===== config.mk =====
export PLATFORM = sky130hd
export DESIGN_NAME = pwm_event_gen
export DESIGN_NICKNAME = d
export VERILOG_FILES = /design/src/rtl/pwm_event_gen_pkg.sv /design/src/rtl/pwm_event_gen_chan.sv /design/src/rtl/pwm_event_gen.sv
export SDC_FILE = /design/constraint.sdc
export NUM_CORES = 1
export LEC_CHECK = 0
export CAP_MARGIN = 20
export CORE_AREA = 2 2 86 88
export DETAILED_ROUTE_END_ITERATION = 12
export DIE_AREA = 0 0 88 90
export GPL_ROUTABILITY_DRIVEN = 0
export PLACE_DENSITY = 0.9
export SETUP_SLACK_MARGIN = 0.4
export SLEW_MARGIN = 20
export SYNTH_ARGS = -nofsm -noshare
export SYNTH_HDL_FRONTEND = slang
export SYNTH_SLANG_ARGS = --single-unit

===== constraint.sdc =====
create_clock -name clk -period 3.61 [get_ports clk]
set_input_delay 0.361 -clock clk [delete_from_list [all_inputs] [get_ports clk]]
set_output_delay 0.361 -clock clk [all_outputs]
set_load 0.1 [all_outputs]

===== src/rtl/pwm_event_gen_pkg.sv =====
// Shared types and defaults for the PWM edge-event generator.
`ifndef PWM_WIDTH
`define PWM_WIDTH 8
`endif
`ifndef PWM_EVT_DEC_W
`define PWM_EVT_DEC_W 4
`endif

package pwm_event_gen_pkg;

  typedef enum logic [1:0] {
    EDGE_NONE = 2'b00,
    EDGE_RISE = 2'b01,
    EDGE_FALL = 2'b10,
    EDGE_BOTH = 2'b11
  } edge_sel_t;

  localparam int unsigned DefaultDecW = `PWM_EVT_DEC_W;

  // Bit 0 of the select enables rising edges, bit 1 enables falling edges.
  function automatic logic edgeQualifies(edge_sel_t sel, logic rise, logic fall);
    return (sel[0] & rise) | (sel[1] & fall);
  endfunction

endpackage


===== src/rtl/pwm_event_gen_chan.sv =====
// One channel: input sampling, edge detect, decimation counter, event pulse and sticky flag.
module pwm_event_chan
  import pwm_event_gen_pkg::*;
#(
  parameter int unsigned DEC_W = 4
) (
  input  logic             clk,
  input  logic             reset,
  input  logic             enable_i,
  input  logic             primed_i,
  input  logic             pwm_i,
  input  edge_sel_t        edge_sel_i,
  input  logic [DEC_W-1:0] decim_i,
  input  logic             flag_clr_i,
  output logic             event_o,
  output logic             flag_o
);

  logic             cur_q, prev_q;
  logic [DEC_W-1:0] cnt_q, cnt_d;
  logic             event_q, event_d;
  logic             flag_q, flag_d;
  logic             riseEdge, fallEdge, qualified;

  always_comb begin
    riseEdge  = cur_q & ~prev_q;
    fallEdge  = ~cur_q & prev_q;
    qualified = primed_i & edgeQualifies(edge_sel_i, riseEdge, fallEdge);
    cnt_d     = cnt_q;
    event_d   = 1'b0;
    if (!enable_i || (edge_sel_i == EDGE_NONE)) begin
      cnt_d = '0;
    end else if (qualified) begin
      // >= lets a decimation value lowered below the running count fire at once
      if (cnt_q >= decim_i) begin
        event_d = 1'b1;
        cnt_d   = '0;
      end else begin
        cnt_d = cnt_q + 1'b1;
      end
    end
    // A set seen either on the edge that raises the pulse or while it is high beats a clear
    flag_d = event_d | event_q | (flag_q & ~flag_clr_i);
  end

  always_ff @(posedge clk) begin
    if (reset) begin
      cur_q   <= 1'b0;
      prev_q  <= 1'b0;
      cnt_q   <= '0;
      event_q <= 1'b0;
      flag_q  <= 1'b0;
    end else begin
      cur_q   <= pwm_i;
      prev_q  <= cur_q;
      cnt_q   <= cnt_d;
      event_q <= event_d;
      flag_q  <= flag_d;
    end
  end

  assign event_o = event_q;
  assign flag_o  = flag_q;

endmodule


===== src/rtl/pwm_event_gen.sv =====
// Per-channel PWM edge event generator: shared priming logic plus N_CH channel instances.
module pwm_event_gen
  import pwm_event_gen_pkg::*;
#(
  parameter int unsigned N_CH  = `PWM_WIDTH,
  parameter int unsigned DEC_W = DefaultDecW
) (
  input  logic                  clk,
  input  logic                  reset,
  input  logic                  enable,
  input  logic [N_CH-1:0]       pwm_in,
  input  logic [2*N_CH-1:0]     edge_sel,
  input  logic [DEC_W*N_CH-1:0] decim,
  input  logic [N_CH-1:0]       flag_clr,
  output logic [N_CH-1:0]       event_out,
  output logic [N_CH-1:0]       event_flag
);

  logic armed_q, primed_q;

  // Edges only count once prev holds a real sample, not the reset zero.
  always_ff @(posedge clk) begin
    if (reset) begin
      armed_q  <= 1'b0;
      primed_q <= 1'b0;
    end else begin
      armed_q  <= 1'b1;
      primed_q <= armed_q;
    end
  end

  for (genvar i = 0; i < N_CH; i++) begin : gChan
    pwm_event_chan #(
      .DEC_W(DEC_W)
    ) uChan (
      .clk       (clk),
      .reset     (reset),
      .enable_i  (enable),
      .primed_i  (primed_q),
      .pwm_i     (pwm_in[i]),
      .edge_sel_i(edge_sel_t'(edge_sel[2*i +: 2])),
      .decim_i   (decim[DEC_W*i +: DEC_W]),
      .flag_clr_i(flag_clr[i]),
      .event_o   (event_out[i]),
      .flag_o    (event_flag[i])
    );
  end

endmodule


==> metrics.md, run 1 <==
| Metric | Value |
|---|---|
| Synth Cell Area | `roughly 3700 um2` |
| Commonest cells in the netlist | `66 x dfxtp_1, 64 x inv_1, 40 x ha_1` |
| Setup Fix Bufs, Post-CTS | `0` |
| Syn Nets | `around 550` |
| Root Driver | `clkbuf_8` |
| Final WL | `7820 um` |
| CP Data Arrival Time | `1.81 ns` |
| Die span in x | `88 um` |
| H-tree levels | `3` |
| Max-Cap Viols | `0` |
| Max incr delay on CP | `around 1.1 ns` |
| CTS-repair resized insts | `0` |
| N_diodes | `0` |
| WP buf/inv | `1` |
| Via/cell ratio | `5.33` |
| Antenna violations before repair | `0` |
| Drt pass-1 iters | `7` |
| Status | `finished clean` |
| Grt ovf | `0` |
| HPWL Detailed | `slightly above 6000 um` |
| Synth-to-Final Area Change | `26.3%` |
| Fin util | `0.669` |
| Crit path max-delay family | `buffers and inverters` |
| Fin Setup TNS | `0 ns` |
| Tot GR Track Use | `0.209` |
| Clock slew at reported path FFs | `around 0.070 ns` |
| Antenna-violating nets left | `0` |
| Cts hold-fix bufs | `0` |
| Boundary pin count | `between 80 and 90` |
| Fmax | `around 460 MHz` |
| Die H | `around 90 um` |
| Synth async-reset ratio | `0` |
| CTS buffer count | `9` |
| Fin crit period | `between 2 and 2.5 ns` |
| Cell variety after synth | `39` |
| RSZ-0062 raised after global routing | `no` |
| Pwr Density | `309 nW/um2` |
| Top_reg_cell synth | `dfxtp_1` |
| Yosys warning total | `0` |
| Setup crit start kind | `register` |
| Top cell type's share of synthesized area | `0.355` |
| Crit path cell chain | `clkdlybuf4s50_1` |
| Area contributors post-synth | `dfxtp_1 36%, ha_1 13%, inv_1 6.5%` |
| CP required | `~3.3 ns` |
| First-pass GRT wire length | `between 10000 and 15000 um` |
| Port bufs | `a little over 80` |
| Leakage | `about 2 nW` |
| Num Clock Sinks | `66` |
| # nets final | `622` |
| Count leader, synth | `dfxtp_1` |
| Share of layout cells above drive strength 1 | `0.0615` |
| Vias in the first global route | `between 3000 and 4000` |
| Crit path from | `gChan[0].uChan.flag_o` |
| CORE AREA | `roughly 7000 um2` |
| Synth Register Bits | `66` |
| HP Class | `register to register` |
| Crit path kind | `register to output port` |
| Largest net degree at the start of global routing | `27` |
| CTS tree | `built` |
| Post-synthesis cell count | `approximately 440` |
| Max-slew violation count | `0` |
| Slew margin rel. | `0.343` |
| Post-synth EDFFs | `0` |
| Worst Max-Slew Pin Slew | `roughly 0.98 ns` |
| Post-route clock skew | `around 0.0077 ns` |
| Worst Hold Launch | `armed_q` |
| CP max-delay cell | `clkdlybuf4s50_1` |
| WL/cell | `12.6 um` |
| Syn avg cell area | `about 8.4 um2` |
| Starting Density | `0.530` |
| Final hold vios | `0` |
| Worst-path maximum fanout | `2` |
| Clock tree buffer depth | `2` |
| Area leader, netlist | `dfxtp_1` |
| Final worst-path cycle share | `0.602` |
| Drt initial violations | `approximately 150` |
| Clk_lat worst skew | `~0.33 ns` |
| Nature of the critical path endpoint | `output port` |
| Number of remaining DRC errors | `0` |
| Worst-case vdd ir drop | `224 uV` |
| Sequential-to-total area share from yosys stat | `0.355` |
| Die area | `7920 um2` |
| Final setup viols | `0` |
| Row count | `31` |
| Vias post-DR | `between 3000 and 4000` |
| R2r startpoint | `gChan[4].uChan.cnt_q[0]` |
stage by stage:
| stage | std cells | hold WS, ns | cell area, um2 | setup WS (ns) | power [mW] |
|---|---|---|---|---|---|
| 6_report | 619 | 0.436 | 4700 | 1.44 | 1.45 |
| 3_5_place_dp | 603 | 0.420 | 4530 | 1.38 | 0.933 |
| 5_1_grt | 619 | 0.459 | 4700 | 1.38 | 1.52 |
| 4_1_cts | 619 | 0.436 | 4700 | 1.41 | 1.47 |
| 3_3_place_gp | 603 | 0.418 | 4530 | 1.42 | 0.924 |
| 2_1_floorplan | 441 | 0.414 | 3720 | 1.90 | 0.835 |
layout by cell type (no fill, tap or decap), types with 4 or more instances in the layout:
cell	netlist	routed
clkdlybuf4s50_1	0	82
dfxtp_1	66	66
inv_1	64	64
ha_1	40	40
nand3_1	37	37
nand2_1	29	29
nor2b_1	26	26
a21oi_1	26	26
nor3_1	21	21
and3b_1	10	10
o21ai_0	10	10
o21a_1	10	10
clkbuf_8	0	10
o21ai_2	8	8
o21ai_1	8	8
o21bai_1	8	8
nor2_1	7	7
a31oi_1	7	7
o2bb2ai_1	6	6
nand4_1	5	5
o211ai_1	4	4
nor3b_1	4	4
metal layers:
layer	share of wire	vias to the layer above	global-route usage
met1	0.42	1524	0.229
met3	0.054	12	0.0459
met5	0	-	0
met4	0.0091	0	0.0859
li1	-	1662	-
met2	0.52	103	0.379
cells by family (layout without fill, tap and decap cells):
| family | after synthesis | in the layout | synth area share |
|---|---|---|---|
| buf+inv | 85 | 164 | 0.105 |
| compound gates | 96 | 96 | 0.174 |
| flops | 66 | 66 | 0.355 |
| fa+ha+maj | 40 | 40 | 0.135 |
| simple gates | 154 | 154 | 0.231 |
worst reg2reg max path, cell delays in order, from the launching register on:
cell,delay (ns)
dfxtp_1,0.38
inv_1,0.08
ha_1,0.26
nand2b_1,0.15
a2111oi_2,0.34
or3_1,0.31
nand2_1,0.11
a31oi_2,0.18
final cells by class:
type | count | area, um2
fillers | 564 | 2320
multi-input cells | 290 | 2010
flip-flops and latches | 66 | 1320
repair buffers | 84 | 836
inverters | 64 | 240
clock buffers | 11 | 141
well taps | 99 | 124
clock inverters | 5 | 30.0
flip-flops by register name, summed over array words and instances, names as in the netlist:
register	count
armed_q	1
gChan.uChan.cnt_q	32
gChan.uChan.cur_q	8
gChan.uChan.event_o	8
gChan.uChan.flag_o	8
gChan.uChan.prev_q	8
primed_q	1
power by group:
part | internal, mW | leakage [nW] | switching [mW] | total [mW]
Sequential | 0.738 | 0.536 | 0.00809 | 0.746
Clock | 0.264 | 0.0851 | 0.273 | 0.537
Combinational | 0.0980 | 1.40 | 0.0722 | 0.170
final timing paths:
path	cells after the start	to	slack, ns
worst max-delay path	1	event_flag[0]	1.44
worst min-delay path	1	primed_q	0.44
worst max register to register	7	gChan[4].uChan.cnt_q[3]	1.73
worst min register to register	1	primed_q	0.44
Power figures use the tool's default switching activity.
==> run 2: changes to the inputs <==
- CORE_AREA: 2 2 86 88 -> 2 2 89 91
- DIE_AREA: 0 0 88 90 -> 0 0 91 93
- PLACE_DENSITY: 0.9 -> 0.85
- clock period: 3.61 -> 2.1 ns (I/O delays scaled with it)
==> run 2 against run 1 <==
Clock-buffer cell count up 3. Setup slack worse by 0.96 ns. Clock skew up 0.0024 ns. Worst hold slack worse by 0.019 ns. Routed wire length about the same. Register-to-register slack worse by 1.3 ns. First-iteration DRC count down 23%.
==> metrics.md, run 2 (synthesized netlist as in run 1, its figures left out) <==
| Metric | Value |
|---|---|
| Status | `finished clean (unchanged)` |
| Worst Max-Slew Pin Slew | `0.511 ns (was 0.983 ns)` |
| CP required | `2.32 ns (was 3.25 ns)` |
| Antenna-violating nets left | `0 (unchanged)` |
| Fin area | `4810 um2 (was 4700 um2)` |
| Slew margin rel. | `0.657 (was 0.343)` |
| Clock slew at reported path FFs | `0.07 ns (about the same)` |
| Max-Cap Viols | `0 (unchanged)` |
| Drt pass-1 iters | `4 (was 7)` |
| Final worst setup slack | `0.477 ns (was 1.44 ns)` |
| Via/cell ratio | `5.24 (was 5.33)` |
| H-tree levels | `3 (unchanged)` |
| Placed instance area | `4550 um2 (was 4530 um2)` |
| Final worst-path cycle share | `0.773` |
| Nature of the critical path endpoint | `register (was output port)` |
| First-pass GRT wire length | `13200 um (was 13300 um)` |
| Clk_lat worst skew | `0.34 ns (was 0.33 ns)` |
| Num Clock Sinks | `66 (unchanged)` |
| Total Power | `2.66 mW (was 1.45 mW)` |
| Largest net degree at the start of global routing | `27 (unchanged)` |
| # nets final | `632 (was 622)` |
| Post-route clock skew | `0.0101 ns (was 0.00772 ns)` |
| CTS tree | `built (unchanged)` |
| Most frequent cells in the layout | `66 x clkdlybuf4s50_1, 65 x dfxtp_1, 63 x inv_1 (was 82 x clkdlybuf4s50_1, 66 x dfxtp_1, 64 x inv_1)` |
| CP Data Arrival Time | `1.84 ns (was 1.81 ns)` |
| Grt ovf | `0 (unchanged)` |
| Worst-path maximum fanout | `6 (was 2)` |
| Vias post-DR | `3314 (was 3301)` |
| Die span in x | `91 um (was 88 um)` |
| Max reg flops | `32 (unchanged)` |
| CORE AREA | `7530 um2 (was 7020 um2)` |
| Clock tree buffer depth | `2 (unchanged)` |
| Hold Path Depth | `2 (was 1)` |
| Final setup viols | `0 (unchanged)` |
| Synth-to-Final Area Change | `29.3% (was 26.3%)` |
| CP max-delay cell | `clkdlybuf4s50_1 (unchanged)` |
| N_diodes | `0 (unchanged)` |
| HP Class | `input port to register (was register to register)` |
| Final hold vios | `0 (unchanged)` |
| HPWL Detailed | `6060 um (was 6160 um)` |
| Fin util | `0.639 (was 0.669)` |
| Crit path cell chain | `clkdlybuf4s50_1 -> ha_4 -> nand2b_4 -> a2111oi_4 -> or3_4 -> nor3_4 -> o21bai_1 (was clkdlybuf4s50_1)` |
| Drt initial violations | `113 (was 146)` |
| Max-slew violation count | `0 (unchanged)` |
| Max incr delay on CP | `0.51 ns (was 1.14 ns)` |
| Pre-CTS setup slack | `-0.00425 ns (was 1.38 ns)` |
| CTS buffer count | `9 (unchanged)` |
| Crit path kind | `input port to register (was register to output port)` |
| Fillers | `647 (was 564)` |
| Share of layout cells above drive strength 1 | `0.117 (was 0.0615)` |
| Boundary pin count | `83 (unchanged)` |
| Row count | `32 (was 31)` |
| Fin crit period | `around 1.6 ns` |
| Leakage | `2.13 nW (was 2.02 nW)` |
| Final WL | `7810 um (was 7820 um)` |
| Fmax | `a little over 600 MHz` |
| Worst-case vdd ir drop | `555 uV (was 224 uV)` |
| Port bufs | `82 (unchanged)` |
| WL/cell | `12.4 um (was 12.6 um)` |
| Die area | `8460 um2 (was 7920 um2)` |
| Die H | `93 um (was 90 um)` |
| Root Driver | `clkbuf_8 (unchanged)` |
| Setup crit start kind | `input port (was register)` |
| Pwr Density | `553 nW/um2 (was 309 nW/um2)` |
| Most flops, register | `gChan.uChan.cnt_q (unchanged)` |
| RSZ-0062 raised after global routing | `yes (was no)` |
| Number of remaining DRC errors | `0 (unchanged)` |
| FF-to-FF path depth | `7 (unchanged)` |
| Antenna violations before repair | `0 (unchanged)` |
| Tot GR Track Use | `0.191 (was 0.209)` |
| Vias in the first global route | `3193 (was 3173)` |
| Commonest non-fill, non-tap cell in the layout | `clkdlybuf4s50_1 (unchanged)` |
| Starting Density | `0.494 (was 0.530)` |
==> run 2: final cells by class <==
cell class	count	area, um2	area share
sequential	66	1320	0.275
clock buffer	14	163	0.0338
inverter	64	240	0.0500
tap	102	128	0.0265
clock inverter	2	35.0	0.00729
timing repair buffer	94	871	0.181
multi-input combinational	290	2050	0.426
==> run 2: worst max-delay path: cells and delay by family <==
family / cells / cell delay [ns]
adder cells (fa/ha/maj): 1 / 0.21
buffers and inverters: 1 / 0.51
AND/OR/NAND/NOR: 3 / 0.41
AO/OA/AOI/OAI: 2 / 0.50
==> run 2: timing repair <==
action	in CTS	in global routing
endpoints found under the setup margin	6	10
resized for setup	2	5
setup buffers	1	1
hold buffers	0	0
pin swaps	2	4
==> run 2: power breakdown <==
group / switching [mW] / total, mW / internal [mW]
Combinational: 0.129 / 0.310 / 0.181
Clock: 0.454 / 1.07 / 0.613
Sequential: 0.0108 / 1.28 / 1.27
Total: 0.594 / 2.66 / 2.06
==> run 2: per-layer routing <==
layer | part of all wire | GRT usage
met1 | 0.42 | 0.200
met2 | 0.52 | 0.361
met3 | 0.056 | 0.0685
met4 | 0.013 | 0.0518
met5 | 0 | 0
==> run 2: per-stage QoR <==
step,hold slack [ns],std cells,setup TNS (ns)
6_report,0.417,632,0
4_1_cts,0.404,631,0
3_5_place_dp,0.436,614,-0.00425
2_1_floorplan,0.282,441,0
3_3_place_gp,0.416,614,0
5_1_grt,0.406,632,0
==> run 2: final timing paths <==
path / from / end / slack [ns]
hold / removal: pwm_in[4] / gChan[4].uChan.cur_q / 0.42
setup reg to reg: gChan[4].uChan.cnt_q[0] / gChan[4].uChan.flag_o / 0.48
hold reg to reg: armed_q / primed_q / 0.44
setup / recovery: decim[16] / gChan[4].uChan.flag_o / 0.48
